[src/rtl/dm_lsu.sv]
// Load/store unit: single-outstanding request path from the MEM stage onto a
// word-addressed, byte-enabled synchronous RAM, with a valid/ready response.
module dm_lsu #(
    parameter int unsigned ADDR_W = 12,
    parameter int unsigned DEPTH  = 3072
) (
    input  logic              clk,
    input  logic              rst,
    input  logic              req_valid,
    output logic              req_ready,
    input  logic              req_we,
    input  logic [1:0]        req_size,
    input  logic              req_unsigned,
    input  logic [31:0]       req_addr,
    input  logic [31:0]       req_wdata,
    input  logic [4:0]        req_rd,
    output logic              resp_valid,
    input  logic              resp_ready,
    output logic [31:0]       resp_rdata,
    output logic [4:0]        resp_rd,
    output logic              resp_err,
    output logic [ADDR_W-1:0] dm_addr,
    output logic              dm_en,
    output logic [3:0]        dm_we,
    output logic [31:0]       dm_din,
    input  logic [31:0]       dm_dout
);

    localparam logic [31:0] ADDR_LIMIT = 32'(DEPTH * 4);

    typedef enum logic [1:0] {
        IDLE = 2'd0,
        LOAD = 2'd1,
        RESP = 2'd2
    } state_t;

    state_t      state_q, state_d;
    logic [1:0]  off_q, off_d;
    logic [1:0]  size_q, size_d;
    logic        uns_q, uns_d;
    logic [31:0] rdata_q, rdata_d;
    logic [4:0]  rd_q, rd_d;
    logic        err_q, err_d;

    logic        accept;
    logic        req_err;
    logic [3:0]  st_we;
    logic [7:0]  lane_b;
    logic [15:0] lane_h;
    logic [31:0] load_ext;

    assign req_ready  = (state_q == IDLE) && !rst;
    assign accept     = req_valid && req_ready;

    assign resp_valid = (state_q == RESP);
    assign resp_rdata = rdata_q;
    assign resp_rd    = rd_q;
    assign resp_err   = err_q;

    always_comb begin
        req_err = 1'b0;
        if (req_size == 2'd3)
            req_err = 1'b1;
        if (req_size == 2'd1 && req_addr[0])
            req_err = 1'b1;
        if (req_size == 2'd2 && req_addr[1:0] != 2'b00)
            req_err = 1'b1;
        if (req_addr >= ADDR_LIMIT)
            req_err = 1'b1;
    end

    // Store data is replicated across lanes so the byte enables alone pick the target bytes.
    always_comb begin
        dm_din = req_wdata;
        st_we  = 4'b1111;
        case (req_size)
            2'd0: begin
                dm_din = {4{req_wdata[7:0]}};
                st_we  = 4'b0001 << req_addr[1:0];
            end
            2'd1: begin
                dm_din = {2{req_wdata[15:0]}};
                st_we  = req_addr[1] ? 4'b1100 : 4'b0011;
            end
            default: begin
                dm_din = req_wdata;
                st_we  = 4'b1111;
            end
        endcase
    end

    assign dm_addr = req_addr[ADDR_W+1:2];
    assign dm_en   = accept && !req_err;
    assign dm_we   = (dm_en && req_we) ? st_we : 4'b0000;

    always_comb begin
        case (off_q)
            2'd0:    lane_b = dm_dout[7:0];
            2'd1:    lane_b = dm_dout[15:8];
            2'd2:    lane_b = dm_dout[23:16];
            default: lane_b = dm_dout[31:24];
        endcase
        lane_h = off_q[1] ? dm_dout[31:16] : dm_dout[15:0];
        case (size_q)
            2'd0:    load_ext = {{24{!uns_q && lane_b[7]}}, lane_b};
            2'd1:    load_ext = {{16{!uns_q && lane_h[15]}}, lane_h};
            default: load_ext = dm_dout;
        endcase
    end

    always_comb begin
        state_d = state_q;
        off_d   = off_q;
        size_d  = size_q;
        uns_d   = uns_q;
        rdata_d = rdata_q;
        rd_d    = rd_q;
        err_d   = err_q;
        case (state_q)
            IDLE: begin
                if (accept) begin
                    rd_d    = req_rd;
                    rdata_d = '0;
                    err_d   = req_err;
                    if (req_err || req_we) begin
                        state_d = RESP;
                    end else begin
                        off_d   = req_addr[1:0];
                        size_d  = req_size;
                        uns_d   = req_unsigned;
                        state_d = LOAD;
                    end
                end
            end
            LOAD: begin
                rdata_d = load_ext;
                state_d = RESP;
            end
            RESP: begin
                if (resp_ready)
                    state_d = IDLE;
            end
            default: state_d = IDLE;
        endcase
    end

    always_ff @(posedge clk or posedge rst) begin
        if (rst) begin
            state_q <= IDLE;
            off_q   <= '0;
            size_q  <= '0;
            uns_q   <= 1'b0;
            rdata_q <= '0;
            rd_q    <= '0;
            err_q   <= 1'b0;
        end else begin
            state_q <= state_d;
            off_q   <= off_d;
            size_q  <= size_d;
            uns_q   <= uns_d;
            rdata_q <= rdata_d;
            rd_q    <= rd_d;
            err_q   <= err_d;
        end
    end

endmodule
[config.mk]
export PLATFORM = sky130hd
export DESIGN_NAME = dm_lsu
export DESIGN_NICKNAME = d
export VERILOG_FILES = /design/src/rtl/dm_lsu.sv
export SDC_FILE = /design/constraint.sdc
export NUM_CORES = 1
export LEC_CHECK = 0
export BUFFER_PORTS_ARGS = -buffer_cell sky130_fd_sc_hd__buf_2
export CORE_ASPECT_RATIO = 0.8
export CORE_UTILIZATION = 27
export CTS_BUF_LIST = sky130_fd_sc_hd__clkbuf_8 sky130_fd_sc_hd__clkbuf_16
export DETAILED_ROUTE_END_ITERATION = 8
export SETUP_SLACK_MARGIN = 0.02
export SLEW_MARGIN = 20
export SYNTH_ARGS = -nofsm -noshare
export SYNTH_HDL_FRONTEND = slang
export SYNTH_SLANG_ARGS = --single-unit
[constraint.sdc]
create_clock -name clk -period 2.1 [get_ports clk]
set_input_delay 0 -clock clk [delete_from_list [all_inputs] [get_ports clk]]
set_output_delay 0 -clock clk [all_outputs]
set_load 0.02 [all_outputs]
Word level (Yosys, flattened, before mapping). Cells that the tools add are included.

Div/mod/pow operators: 0. Equality and inequality tests: 10. Add/sub/neg operators: 0. Shifts and indexed selects: 1. Multipliers: 0. Multiplexer cells: 17. Bitwise logic cells: 1. Magnitude comparators: 1. Reductions and logical operators: 22.

Operator list (count): $pmux 32 s2 (3); $ge 32x14->1 const B (1); $mux 32 (1); $pmux 8 s3 (1); $mux 16 (1); $eq 2x1->1 const B (4); $eq 2x2->1 const B (4); $logic_and 1x1->1 (8); $logic_not 2->1 (4); $mux 4 (2); $pmux 4 s2 (1); $mux 2 (3); $pmux 2 s3 (1); $reduce_and 2->1 (3); $mux 1 (4); $reduce_bool 2->1 (2); $shl 1x2->4 const A (1); $logic_not 1->1 (3); $reduce_and 3->1 (1); $ne 2x1->1 const B (1); $ne 2x2->1 const B (1); $logic_or 1x1->1 (1); $not 1->1 (1).

Bits in latches: 0. Logic and storage cells: 59. Output and inout port bits: 89. Memory bits (read-only): 0. Bits in writable memories: 0. Memories: 0. Register bits: 45. Bits of input ports: 109.

Logic depth before layout (Yosys ltp).
Depth in word-level cells: 9. Depth in mapped cells: 6. Mapped depth without buffers: 4.

Least setup slack after synthesis. No wires, ideal clock.

Kind: reg-to-reg. Start point: register off_q[1]. End point: register rdata_q[16], in the netlist resp_rdata[16]. Buffers on the path: 1. Data arrival time: 1576 ps. Period minus slack after synthesis: 1702 ps. Library setup time: 127 ps. Setup slack: 398 ps. Required time: 1973 ps. Cell stages (with the launch flop): 6. Cells stage by stage: dfrtp_1 > mux4_2 > nand2b_2 > a2111oi_4 > buf_6 > a221o_2.

Word-level cells in the longest chain between the ends: 5. Elaborated cells on any way between the ends: 9. Classes of those cells: eq/ne (2); mux (4); reduce/logical (3).

RTL lines: start: declaration (line 38) `logic [1:0] off_q, off_d;`; start signal: assignment (line 150) `off_q <= '0;`; start signal: assignment (line 158) `off_q <= off_d;`; $eq 2x2->1 (tied with other cells) (line 97) `case (off_q)`; $pmux 8 s3 (line 97); $logic_and 1x1->1 (line 105) `2'd0: load_ext = {{24{!uns_q && lane_b[7]}}, lane_b};`; $pmux 32 s2 (*) (line 104) `case (size_q)`; $pmux 32 s2 (*) (line 119) `case (state_q)`; end signal: assignment (line 161) `rdata_q <= rdata_d;`; end: declaration (line 41) `logic [31:0] rdata_q, rdata_d;`.

Mark *: on every way between the ends. The rest lies on a longest branch, timed or not. A chain may end at the register's enable or synchronous reset.

Worst setup path in the final report.
Start point: register state_q[0]. End point: output port dm_we[1].

Word-level cells in the longest chain between the ends: 6.

RTL lines: start: declaration (line 37) `state_t state_q, state_d;`; start signal: assignment (line 157) `state_q <= state_d;`; $logic_not 2->1 (line 52) `assign req_ready = (state_q == IDLE) && !rst;`; $logic_and 1x1->1 (line 52); $logic_and 1x1->1 (line 53) `assign accept = req_valid && req_ready;`; $logic_and 1x1->1 (line 93) `assign dm_en = accept && !req_err;`; $logic_and 1x1->1 (line 94) `assign dm_we = (dm_en && req_we) ? st_we : 4'b0000;`; $mux 4 (line 94); end: declaration (line 24) `output logic [3:0] dm_we,`.

No other way between the ends.

==> impl_metrics.csv <==
group,metric,value,unit
finish,syn_to_final_growth,49.4,%
grt,grt_max_degree,46,
sta,worst_slew_pin_slew,958,ps
sta,fin_crit,1860,ps
critical_path,rr_endpoint,"resp_rdata[4]",
floorplan,num_rows,32,
power_and_ir_drop,max-vdd-ir-drop,0.315,mV
floorplan,pin_count,198,
power_and_ir_drop,p_leak,2.13,nW
grt,grt-busiest-layer,"met2",
grt,overflow,0,
critical_path,worstSetupStartpointType,"register",
sta,finalHoldViolations,45,
logic_synthesis,yosysMostFrequentCell,"dfrtp_1",
logic_synthesis,synth_cell_types,36,
clock_tree,cts_buffers,5,
logic_synthesis,synth_area_leaders,"dfrtp_1 41%, mux2_2 12%, buf_4 5.4%",
clock_tree,clk_pin_slew,60,ps
detailed_routing,routed_wirelength,9750,um
finish,final_net_count,584,
sta,skew,8.39,ps
critical_path,ff2ff_path_depth,4,
sta,setup_tns,0,ps
grt,track_usage,18.6,%
clock_tree,cts_sinks,45,
detailed_routing,ant_nets,0,
logic_synthesis,synthesis.instances,287,
detailed_routing,wl_per_cell,15.9,um
floorplan,core,0.00981,mm^2
grt,antenna_found_initial,0,
critical_path,reg2reg_from,"state_q[0]",
floorplan,die_y,92.7,um
finish,fin_util,42.3,%
clock_tree,cts_buffer_depth,2,
outcome,outcome,"finished, violations left",
critical_path,crit_fanout,8,
floorplan,die_x,115,um
logic_synthesis,yosys_register_bits,45,
detailed_routing,drc,0,
placement,port-buffer-count,177,
detailed_routing,initialDrtViolationCount,137,
worst_hold_path,holdCritPathClass,"in2async",
clock_tree,clock_latency,300,ps
sta,slew_violations,0,
clock_tree,root_buffer,"clkbuf_16",
logic_synthesis,synth.largest_area_cell,"dfrtp_1",
sta,whs,-37.7,ps
grt,met1_usage,26.2,%
finish,fillers,1013,
clock_tree,cts_tree,"yes",
grt,grt_pass1_wl,15300,um
floorplan,initial_core_util,28.3,%
sta,rsz0062_at_grt,"false",
sta,setup_viol,0,
critical_path,ff2ff_setup_slack,370,ps
logic_synthesis,yosysWarnings,0,
sta,finalCritPeriodShare,88.6,%
detailed_routing,drt_first_pass_iters,4,
critical_path,worst_setup_path_end_kind,"output pin",
run,drv_cap,0,
sta,slew_headroom,36.1,%
detailed_routing,vias,2945,
logic_synthesis,synth_seq_area_share,40.6,%
critical_path,crit_path_start,"state_q[0]",
detailed_routing,routed_via_density,4.81,
logic_synthesis,synth.avg_cell_area,9.67,um^2
critical_path,slowest_stage,"dfrtp_1",
critical_path,cpPeakStageDelay,470,ps
finish,fin_cells,612,
finish,antennaDiodeCount,0,
sta,fmax,537,MHz
grt,use_met2,28.7,%
placement,place_congestion,0.754,
grt,grtUsageMet3,4.38,%
logic_synthesis,synth_edf_count,0,
clock_tree,cts_resized,0,
critical_path,critPathKind,"reg2out",
critical_path,crit_required,2100,ps
power_and_ir_drop,power.density,530,mW/mm^2
clock_tree,h-tree-depth,2,
grt,grt_pass1_vias,2850,
logic_synthesis,async_flop_share,100,%
logic_synthesis,synth_flop_cell,"dfrtp_1",
placement,numPlacedInstances,576,
floorplan,dieArea,0.0107,mm^2
critical_path,worstPathArrival,1860,ps
logic_synthesis,synth_top_area_share,40.6,%
logic_synthesis,synth_fp_nets,396,
critical_path,crit_chain,"nor4b_2 -> nand2_1 -> nor3_1 -> o21a_1 -> buf_2",
logic_synthesis,syn_area,0.00278,mm^2
finish,drive_above_1_share,51.7,%
logic_synthesis,synth_commonest_cells,"45 x dfrtp_1, 40 x nand2_1, 29 x mux2_2, 29 x o21ai_0, 20 x buf_4",
placement,dp_hpwl,7510,um
outcome,violations,"negative hold slack",
power by group:
group | internal (mW) | switching (mW) | total (mW) | leakage (nW)
Clock | 0.444 | 0.360 | 0.804 | 0.0702
Sequential | 0.887 | 0.0135 | 0.900 | 0.609
Combinational | 0.217 | 0.276 | 0.493 | 1.45
registers in the layout, summed over array words and instances (netlist names):
signal,flops
off_q,2
resp_rd,5
size_q,2
resp_rdata,32
uns_q,1
resp_err,1
state_q,2
worst max-delay path: cells and delay by family (launching register included):
kind | cells | cell delay [ps]
AOI/OAI and AO/OA | 1 | 160
DFF | 1 | 470
and+or+nand+nor | 3 | 780
buffers and inverters | 1 | 160
timing repair:
action,4_1_cts,5_1_grt
hold buffers,27,0
endpoints found under the hold margin,27,0
buffers inserted,0,1
setup endpoints to repair,0,16
routing by layer:
| metal | part of all wire, % | up-vias |
|---|---|---|
| met3 | 6.0 | 12 |
| li1 | - | 1414 |
| met1 | 46 | 1425 |
| met5 | 0 | - |
| met4 | 0.81 | 0 |
| met2 | 47 | 94 |
cell families after synthesis:
logic type             share of synthesized area [%]
and+or+nand+nor                                 14.2
muxes                                           15.8
AOI/OAI and AO/OA                               20.6
DFF                                             40.6
buffers and inverters                           8.79
layout by cell type, fill, tap and decap left out, types with 2 or more instances in the layout:
cell / synthesis / final
nor2_1: 14 / 13
a21oi_1: 11 / 11
buf_4: 20 / 12
nor3_1: 7 / 7
nand3_1: 2 / 2
dlygate4sd3_1: 0 / 27
nand2b_1: 5 / 5
nor2b_1: 3 / 3
a22o_1: 2 / 2
a221o_1: 7 / 7
o22ai_1: 2 / 2
o21a_1: 2 / 2
clkbuf_16: 0 / 5
o221ai_1: 7 / 7
mux2i_1: 9 / 9
mux2_2: 29 / 29
o2bb2ai_1: 2 / 2
o21ai_0: 29 / 29
a221o_2: 10 / 10
buf_2: 0 / 177
nor4_1: 6 / 6
inv_1: 7 / 6
nand2_1: 40 / 40
dfrtp_1: 45 / 45
stage by stage:
step,setup slack [ps],power (mW),cell area [um^2]
2_1_floorplan,398,1.19,2780
3_3_place_gp,131,1.36,3710
3_5_place_dp,68.8,1.37,3710
4_1_cts,47.3,2.22,4120
5_1_grt,47.3,2.30,4150
6_report,239,2.20,4150
worst max-delay path by stage:
stage | end | slack [ps] | cells after the start
6_report | dm_we[1] | 240 | 5
4_1_cts | resp_rdata[22] | 50 | 4
5_1_grt | dm_we[1] | 50 | 5
3_5_place_dp | resp_rdata[20] | 70 | 4
3_3_place_gp | resp_rdata[30] | 130 | 5
2_1_floorplan | resp_rdata[16] | 400 | 5
layout make-up:
class / count / area [um^2] / area share [%]
tap: 136 / 170 / 4.10
multi-input combinational: 199 / 1410 / 34.0
timing repair buffer: 217 / 1270 / 30.5
clock inverter: 3 / 21.3 / 0.513
inverter: 7 / 26.3 / 0.634
clock buffer: 5 / 125 / 3.02
sequential: 45 / 1130 / 27.2
Power figures use the tool's default switching activity.
